--- src/rtl/uart_pkg.sv ---
// Shared UART definitions: access-arbiter response codes, command layout and FSM states.
package uart_pkg;

    localparam logic [1:0] ACC_RSP_GRANT   = 2'b10;
    localparam logic [1:0] ACC_RSP_RELEASE = 2'b00;
    localparam logic [1:0] ACC_RSP_ERR     = 2'b01;

    localparam int ACC_CMD_RELEASE_BIT = 7;

    typedef enum logic {
        IDLE = 1'b0,
        BUSY = 1'b1
    } acc_state_e;

    // Response byte: code in [7:6] OR-ed over the 7-bit requester ID.
    function automatic logic [7:0] acc_rsp_byte(input logic [1:0] code, input logic [6:0] id);
        return {code, 6'b000000} | {1'b0, id};
    endfunction

endpackage

--- src/rtl/uart_rr_pick.sv ---
// One-hot round-robin picker: first set request at or after ptr_i, wrapping to index 0.
module uart_rr_pick #(
    parameter int  N  = 2,
    localparam int IW = $clog2(N)
) (
    input  logic [N-1:0]  req_i,
    input  logic [IW-1:0] ptr_i,
    output logic [N-1:0]  gnt_o,
    output logic [IW-1:0] idx_o,
    output logic          any_o
);

    // Two passes: indices at/above the pointer first, then the wrapped lower indices.
    always_comb begin
        gnt_o = '0;
        idx_o = '0;
        any_o = 1'b0;
        for (int j = 0; j < N; j++) begin
            if (!any_o && req_i[j] && (IW'(j) >= ptr_i)) begin
                any_o    = 1'b1;
                gnt_o[j] = 1'b1;
                idx_o    = IW'(j);
            end
        end
        for (int j = 0; j < N; j++) begin
            if (!any_o && req_i[j] && (IW'(j) < ptr_i)) begin
                any_o    = 1'b1;
                gnt_o[j] = 1'b1;
                idx_o    = IW'(j);
            end
        end
    end

endmodule

--- src/rtl/uart_access_arbiter.sv ---
// Arbitrates UART ownership among NUM_REQ requesters with round-robin queuing
// of waiting acquirers and revocation of an owner that stays idle too long.
module uart_access_arbiter
    import uart_pkg::*;
#(
    parameter int  NUM_REQ = 2,
    parameter int  TMO_W   = 16,
    localparam int IDX_W   = $clog2(NUM_REQ)
) (
    input  logic                    clk_i,
    input  logic                    arst_ni,
    input  logic [NUM_REQ-1:0][7:0] req_data_i,
    input  logic [NUM_REQ-1:0]      req_valid_i,
    output logic [NUM_REQ-1:0]      req_ready_o,
    output logic [NUM_REQ-1:0][7:0] gnt_data_o,
    output logic [NUM_REQ-1:0]      gnt_valid_o,
    input  logic [NUM_REQ-1:0]      gnt_ready_i,
    input  logic [NUM_REQ-1:0]      activity_i,
    input  logic [TMO_W-1:0]        hold_timeout_i,
    output logic                    owner_valid_o,
    output logic [IDX_W-1:0]        owner_o,
    output logic [6:0]              owner_id_o,
    output logic [NUM_REQ-1:0]      revoke_o
);

    acc_state_e                state_r, state_s;
    logic [NUM_REQ-1:0]        pending_r, pending_s;
    logic [NUM_REQ-1:0][6:0]   pend_id_r, pend_id_s;
    logic [IDX_W-1:0]          rr_r, rr_s;
    logic [IDX_W-1:0]          owner_r, owner_s;
    logic [6:0]                owner_id_r, owner_id_s;
    logic [TMO_W-1:0]          cnt_r, cnt_s;
    logic [NUM_REQ-1:0]        gnt_valid_r, gnt_valid_s;
    logic [NUM_REQ-1:0][7:0]   gnt_data_r, gnt_data_s;
    logic [NUM_REQ-1:0]        revoke_r, revoke_s;

    logic [NUM_REQ-1:0]        eligible_s;
    logic [NUM_REQ-1:0]        acc_gnt_s, hand_gnt_s;
    logic [IDX_W-1:0]          acc_idx_s, hand_idx_s;
    logic                      acc_any_s, hand_any_s;
    logic                      handoff_s;
    logic [7:0]                cmd_data_s;
    logic                      cmd_rel_s;
    logic [6:0]                cmd_id_s;
    logic                      owner_act_s;
    logic                      timeout_hit_s;

    assign eligible_s = req_valid_i & ~gnt_valid_r & ~pending_r;
    assign handoff_s  = (state_r == IDLE) && hand_any_s;

    uart_rr_pick #(.N(NUM_REQ)) u_acc_pick (
        .req_i (eligible_s),
        .ptr_i (rr_r),
        .gnt_o (acc_gnt_s),
        .idx_o (acc_idx_s),
        .any_o (acc_any_s)
    );

    uart_rr_pick #(.N(NUM_REQ)) u_hand_pick (
        .req_i (pending_r),
        .ptr_i (rr_r),
        .gnt_o (hand_gnt_s),
        .idx_o (hand_idx_s),
        .any_o (hand_any_s)
    );

    assign cmd_data_s    = req_data_i[acc_idx_s];
    assign cmd_rel_s     = cmd_data_s[ACC_CMD_RELEASE_BIT];
    assign cmd_id_s      = cmd_data_s[6:0];
    assign owner_act_s   = activity_i[owner_r];
    assign timeout_hit_s = (hold_timeout_i != '0) && !owner_act_s &&
                           (cnt_r == (hold_timeout_i - TMO_W'(1)));

    // Command acceptance; a pending handoff blocks new commands for that cycle.
    always_comb begin
        if (handoff_s) begin
            req_ready_o = '0;
        end else begin
            req_ready_o = acc_gnt_s;
        end
    end

    // Next-state and next-output logic of the ownership FSM.
    always_comb begin
        state_s     = state_r;
        pending_s   = pending_r;
        pend_id_s   = pend_id_r;
        rr_s        = rr_r;
        owner_s     = owner_r;
        owner_id_s  = owner_id_r;
        cnt_s       = cnt_r;
        gnt_valid_s = gnt_valid_r & ~gnt_ready_i;
        gnt_data_s  = gnt_data_r;
        revoke_s    = '0;

        if (acc_any_s && !handoff_s) begin
            if (acc_idx_s == IDX_W'(NUM_REQ - 1)) begin
                rr_s = '0;
            end else begin
                rr_s = acc_idx_s + IDX_W'(1);
            end
        end else begin
            rr_s = rr_r;
        end

        case (state_r)
            IDLE: begin
                cnt_s = '0;
                if (handoff_s) begin
                    state_s                = BUSY;
                    owner_s                = hand_idx_s;
                    owner_id_s             = pend_id_r[hand_idx_s];
                    pending_s              = pending_r & ~hand_gnt_s;
                    gnt_valid_s            = gnt_valid_s | hand_gnt_s;
                    gnt_data_s[hand_idx_s] = acc_rsp_byte(ACC_RSP_GRANT, pend_id_r[hand_idx_s]);
                end else if (acc_any_s) begin
                    gnt_valid_s[acc_idx_s] = 1'b1;
                    if (cmd_rel_s) begin
                        gnt_data_s[acc_idx_s] = acc_rsp_byte(ACC_RSP_ERR, cmd_id_s);
                    end else begin
                        state_s               = BUSY;
                        owner_s               = acc_idx_s;
                        owner_id_s            = cmd_id_s;
                        gnt_data_s[acc_idx_s] = acc_rsp_byte(ACC_RSP_GRANT, cmd_id_s);
                    end
                end else begin
                    state_s = IDLE;
                end
            end
            BUSY: begin
                if (owner_act_s) begin
                    cnt_s = '0;
                end else begin
                    cnt_s = cnt_r + TMO_W'(1);
                end
                if (acc_any_s && (acc_idx_s == owner_r)) begin
                    // Owner commands take precedence over a coincident timeout.
                    gnt_valid_s[acc_idx_s] = 1'b1;
                    if (cmd_rel_s) begin
                        state_s               = IDLE;
                        owner_s               = '0;
                        owner_id_s            = '0;
                        cnt_s                 = '0;
                        gnt_data_s[acc_idx_s] = acc_rsp_byte(ACC_RSP_RELEASE, cmd_id_s);
                    end else begin
                        cnt_s                 = '0;
                        gnt_data_s[acc_idx_s] = acc_rsp_byte(ACC_RSP_GRANT, cmd_id_s);
                    end
                end else begin
                    if (acc_any_s) begin
                        if (cmd_rel_s) begin
                            gnt_valid_s[acc_idx_s] = 1'b1;
                            gnt_data_s[acc_idx_s]  = acc_rsp_byte(ACC_RSP_ERR, cmd_id_s);
                        end else begin
                            pending_s[acc_idx_s] = 1'b1;
                            pend_id_s[acc_idx_s] = cmd_id_s;
                        end
                    end else begin
                        pending_s = pending_r;
                    end
                    if (timeout_hit_s) begin
                        revoke_s[owner_r] = 1'b1;
                        state_s           = IDLE;
                        owner_s           = '0;
                        owner_id_s        = '0;
                        cnt_s             = '0;
                    end else begin
                        state_s = BUSY;
                    end
                end
            end
            default: begin
                state_s = IDLE;
            end
        endcase
    end

    // State and output registers.
    always_ff @(posedge clk_i or negedge arst_ni) begin
        if (!arst_ni) begin
            state_r     <= IDLE;
            pending_r   <= '0;
            pend_id_r   <= '0;
            rr_r        <= '0;
            owner_r     <= '0;
            owner_id_r  <= '0;
            cnt_r       <= '0;
            gnt_valid_r <= '0;
            gnt_data_r  <= '0;
            revoke_r    <= '0;
        end else begin
            state_r     <= state_s;
            pending_r   <= pending_s;
            pend_id_r   <= pend_id_s;
            rr_r        <= rr_s;
            owner_r     <= owner_s;
            owner_id_r  <= owner_id_s;
            cnt_r       <= cnt_s;
            gnt_valid_r <= gnt_valid_s;
            gnt_data_r  <= gnt_data_s;
            revoke_r    <= revoke_s;
        end
    end

    assign owner_valid_o = (state_r == BUSY);
    assign owner_o       = owner_r;
    assign owner_id_o    = owner_id_r;
    assign gnt_valid_o   = gnt_valid_r;
    assign gnt_data_o    = gnt_data_r;
    assign revoke_o      = revoke_r;

endmodule

--- config.mk ---
export PLATFORM = sky130hd
export DESIGN_NAME = uart_access_arbiter
export DESIGN_NICKNAME = d
export VERILOG_FILES = /design/src/rtl/uart_pkg.sv /design/src/rtl/uart_rr_pick.sv /design/src/rtl/uart_access_arbiter.sv
export SDC_FILE = /design/constraint.sdc
export NUM_CORES = 1
export LEC_CHECK = 0
export CORE_ASPECT_RATIO = 1.1
export CORE_MARGIN = 2
export CORE_UTILIZATION = 30
export CTS_CLUSTER_DIAMETER = 100
export DETAILED_ROUTE_END_ITERATION = 12
export PLACE_DENSITY = 0.61
export SYNTH_ARGS = -nofsm -noshare
export SYNTH_HDL_FRONTEND = slang
export SYNTH_SLANG_ARGS = --single-unit
--- constraint.sdc ---
create_clock -name clk_i -period 3.3 [get_ports clk_i]
set_input_delay 0.99 -clock clk_i [delete_from_list [all_inputs] [get_ports clk_i]]
set_output_delay 0.99 -clock clk_i [all_outputs]
set_load 0.02 [all_outputs]
==> Flow_metrics.wiki <==
{| class="wikitable"
! Metric !! Value
|-
| Unrepaired setup endpoints after global routing || false
|-
| Result of the run || complete, no violations
|-
| Routed len/inst || 15.8 um
|-
| Least setup slack across all paths after layout || 132 ps
|-
| Total number of placement rows || 43
|-
| Proportion of netlist area held by the largest area contributor || 0.404
|-
| F_max || 316 MHz
|-
| Number of global-route vias before repair || 3815
|-
| Cell at the root of the clock tree || clkbuf_16
|-
| Number of max-slew violations in the final report || 0
|-
| CTS buffer count || 9
|-
| Worst Hold Slack || 504 ps
|-
| Worst min path class || flop to flop
|-
| Antenna Cells || 0
|-
| Floorplan die width || 112 um
|-
| Most numerous cell in the Yosys netlist || dfrtp_1
|-
| Flops & latches, synth || 62
|-
| Insertion delay of the later-clocked pin in the worst-skew pair || 340 ps
|-
| Async set-or-reset flop fraction in the synthesized netlist || 1.00
|-
| Post-route DRC violation count || 0
|-
| Final setup violation count || 0
|-
| Largest incremental delay on the critical path || 630 ps
|-
| Overall routing resource usage || 0.172
|-
| Count of flip-flops with a built-in enable after synthesis || 0
|-
| Ratio of total power to cell area || 713 nW/um^2
|-
| Leakage power of the design || 2.31 nW
|-
| Most instantiated flip-flop cell in the synthesis netlist || dfrtp_1
|-
| Slowest CP cell || or4_1
|-
| Top cells by instance count after synthesis || 62 x dfrtp_1, 50 x nand2_1, 50 x nor2_1, 22 x a22o_1, 21 x a21oi_1
|-
| Number of nets in the finished design || 597
|-
| Post-route clock skew || 5.90 ps
|-
| Port bufs || 70
|-
| Antenna-violating nets left || 0
|-
| Netlist cell types || 67
|-
| Critical path capture point type || flop
|-
| Largest fanout on the critical path || 16
|-
| Final WL || 11300 um
|-
| Total Die Area || 13700 um^2
|-
| Synthesized cell area || 3840 um^2
|-
| Vias || 3726
|-
| Worst slew margin || 0.500
|-
| Area delta synth->final || 43.2%
|-
| Core region area || 12500 um^2
|-
| Data required, critical path || 3530 ps
|-
| Worst vdd ir || 0.000494 V
|-
| Period Utilization, post-route || 0.960
|-
| Cell count after synthesis || 426
|-
| Drt initial violations || 153
|-
| Area after detailed placement || 5150 um^2
|-
| Max-cap viol count || 0
|-
| Hpwl dp || 8600 um
|-
| Slew at the pin closest to its max-slew limit || 748 ps
|-
| Library cell occupying the most area in the post-synthesis netlist || dfrtp_1
|-
| Final Hold Viols || 0
|-
| Critical path class || primary input to flop
|-
| Setup Slack @ Placement || -553 ps
|-
| Starting Density || 0.306
|-
| Clock period minus final worst setup slack || 3170 ps
|-
| Net count of the mapped netlist || 469
|-
| Last weighted congestion value of the routability-driven placer || 0.933
|-
| Bufs on Longest Clock Path || 2
|-
| Layout cells sized above 1 || 0.202
|-
| Average footprint of a synthesized cell || 9.01 um^2
|-
| Biggest area contributors in the synthesized netlist || dfrtp_1 40%, a22o_1 5.0%, nand2_1 4.9%
|-
| Total grt overflow || 0
|-
| Die extent in y || 123 um
|-
| Iteration count of the initial detailed-routing pass || 4
|-
| Fill count || 1256
|-
| Arrival time of the worst setup path || 3390 ps
|-
| Share of synthesized area occupied by flip-flops and latches || 0.404
|-
| Cells along the critical path || clkdlybuf4s50_1, or4_1, a2111oi_1, a21oi_1, a21oi_2, nand4_2, o211ai_4, buf_12, nor2_1
|-
| Total number of H-tree levels || 3
|-
| Ys Warns || 0
|-
| Per-cell via count in the routed design || 5.20
|-
| Number of antenna violations at the first check in global routing || 0
|-
| Global-route wire length before repair || 18800 um
|-
| Startpoint type of the worst setup path || primary input
|-
| Clock slew at the register clock pins of the worst setup and hold paths || 60 ps
|-
| Post-route design area || 5500 um^2
|-
| Fin util || 0.438
|-
| Maximum number of pins on one net before global-route repair || 37
|-
| Number of top-level pins || 71
|-
| TritonCTS clock tree || yes
|-
| Number of clock sinks seen by CTS || 62
|}
[sequential cells by signal (all words and copies together) (netlist names)]
register       count
rr_r               1
pend_id_r         14
owner_o            1
gnt_data_o        16
revoke_o           2
pending_r          2
owner_valid_o      1
owner_id_o         7
gnt_valid_o        2
cnt_r             16
[report_power, final]
part / switching (W) / internal [W] / total [W]
Sequential: 0.000212 / 0.00101 / 0.00122
Combinational: 0.000926 / 0.000876 / 0.00180
Clock: 0.000365 / 0.000531 / 0.000896
Total: 0.00150 / 0.00241 / 0.00392
[timing repair]
item,in CTS,in global routing
endpoints found under the setup margin,2,19
hold buffers,0,0
setup buffers,1,0
pin swaps,2,0
resized for setup,18,7
[final cells by class]
cell class	instances	area, um^2	share of cell area
inverter	12	45.0	0.00820
tap	157	196	0.0357
timing repair buffer	133	1200	0.219
clock buffer	10	239	0.0435
multi-input combinational	336	2210	0.403
sequential	62	1550	0.282
clock inverter	6	46.3	0.00842
[placed cells by master (no fill, tap or decap), types with 12 or more instances in the layout]
master and n:
nand3_1 12, a22o_1 22, mux2_2 12, o21ai_0 18
a21oi_1 21, xor2_1 14, buf_4 60, dfrtp_1 62
xnor2_1 16, nor2_1 48, clkdlybuf4s50_1 66, nand2_1 50
[routing by layer]
metal  global-route usage  vias to the layer above  share of wire
li1                     -                     1811              -
met1                0.210                     1779           0.44
met2                0.291                      120           0.48
met3               0.0479                       16          0.063
met4               0.0679                        0          0.015
met5                    0                        -              0
[metrics by stage]
stage / power, W / TNS (ps) / instances
detailed placement: 0.00301 / -7240 / 699
CTS: 0.00395 / 0 / 716
global route: 0.00416 / 0 / 716
global placement: 0.00297 / -5560 / 699
floorplan: 0.00218 / 0 / 426
finish: 0.00392 / 0 / 716
[worst paths after layout]
kind / depth (start not counted) / from / end / slack [ps]
worst max register to register: 8 / pending_r[1] / gnt_data_o[15] / 880
worst min register to register: 1 / gnt_data_o[5] / gnt_data_o[5] / 500
worst max-delay path: 9 / hold_timeout_i[2] / cnt_r[5] / 130
worst min-delay path: 1 / gnt_data_o[5] / gnt_data_o[5] / 500
max in group asynchronous: 2 / arst_ni / cnt_r[13] / 2000
min in group asynchronous: 1 / arst_ni / pend_id_r[6] / 680
[critical path, delay by kind of cell]
| kind | cells | cell delay [ps] |
|---|---|---|
| AO/OA/AOI/OAI | 4 | 900 |
| buffers and inverters | 2 | 640 |
| AND/OR/NAND/NOR | 3 | 860 |
[logic make-up after synthesis]
kind of cell | count (synthesis) | share of synthesized area
adders and majority gates | 3 | 0.00978
xor gates and xnor gates | 30 | 0.0685
buffers and inverters | 28 | 0.0300
muxes | 21 | 0.0587
DFF | 62 | 0.404
and+or+nand+nor | 172 | 0.225
AOI/OAI and AO/OA | 110 | 0.204
Power figures use the tool's default switching activity.
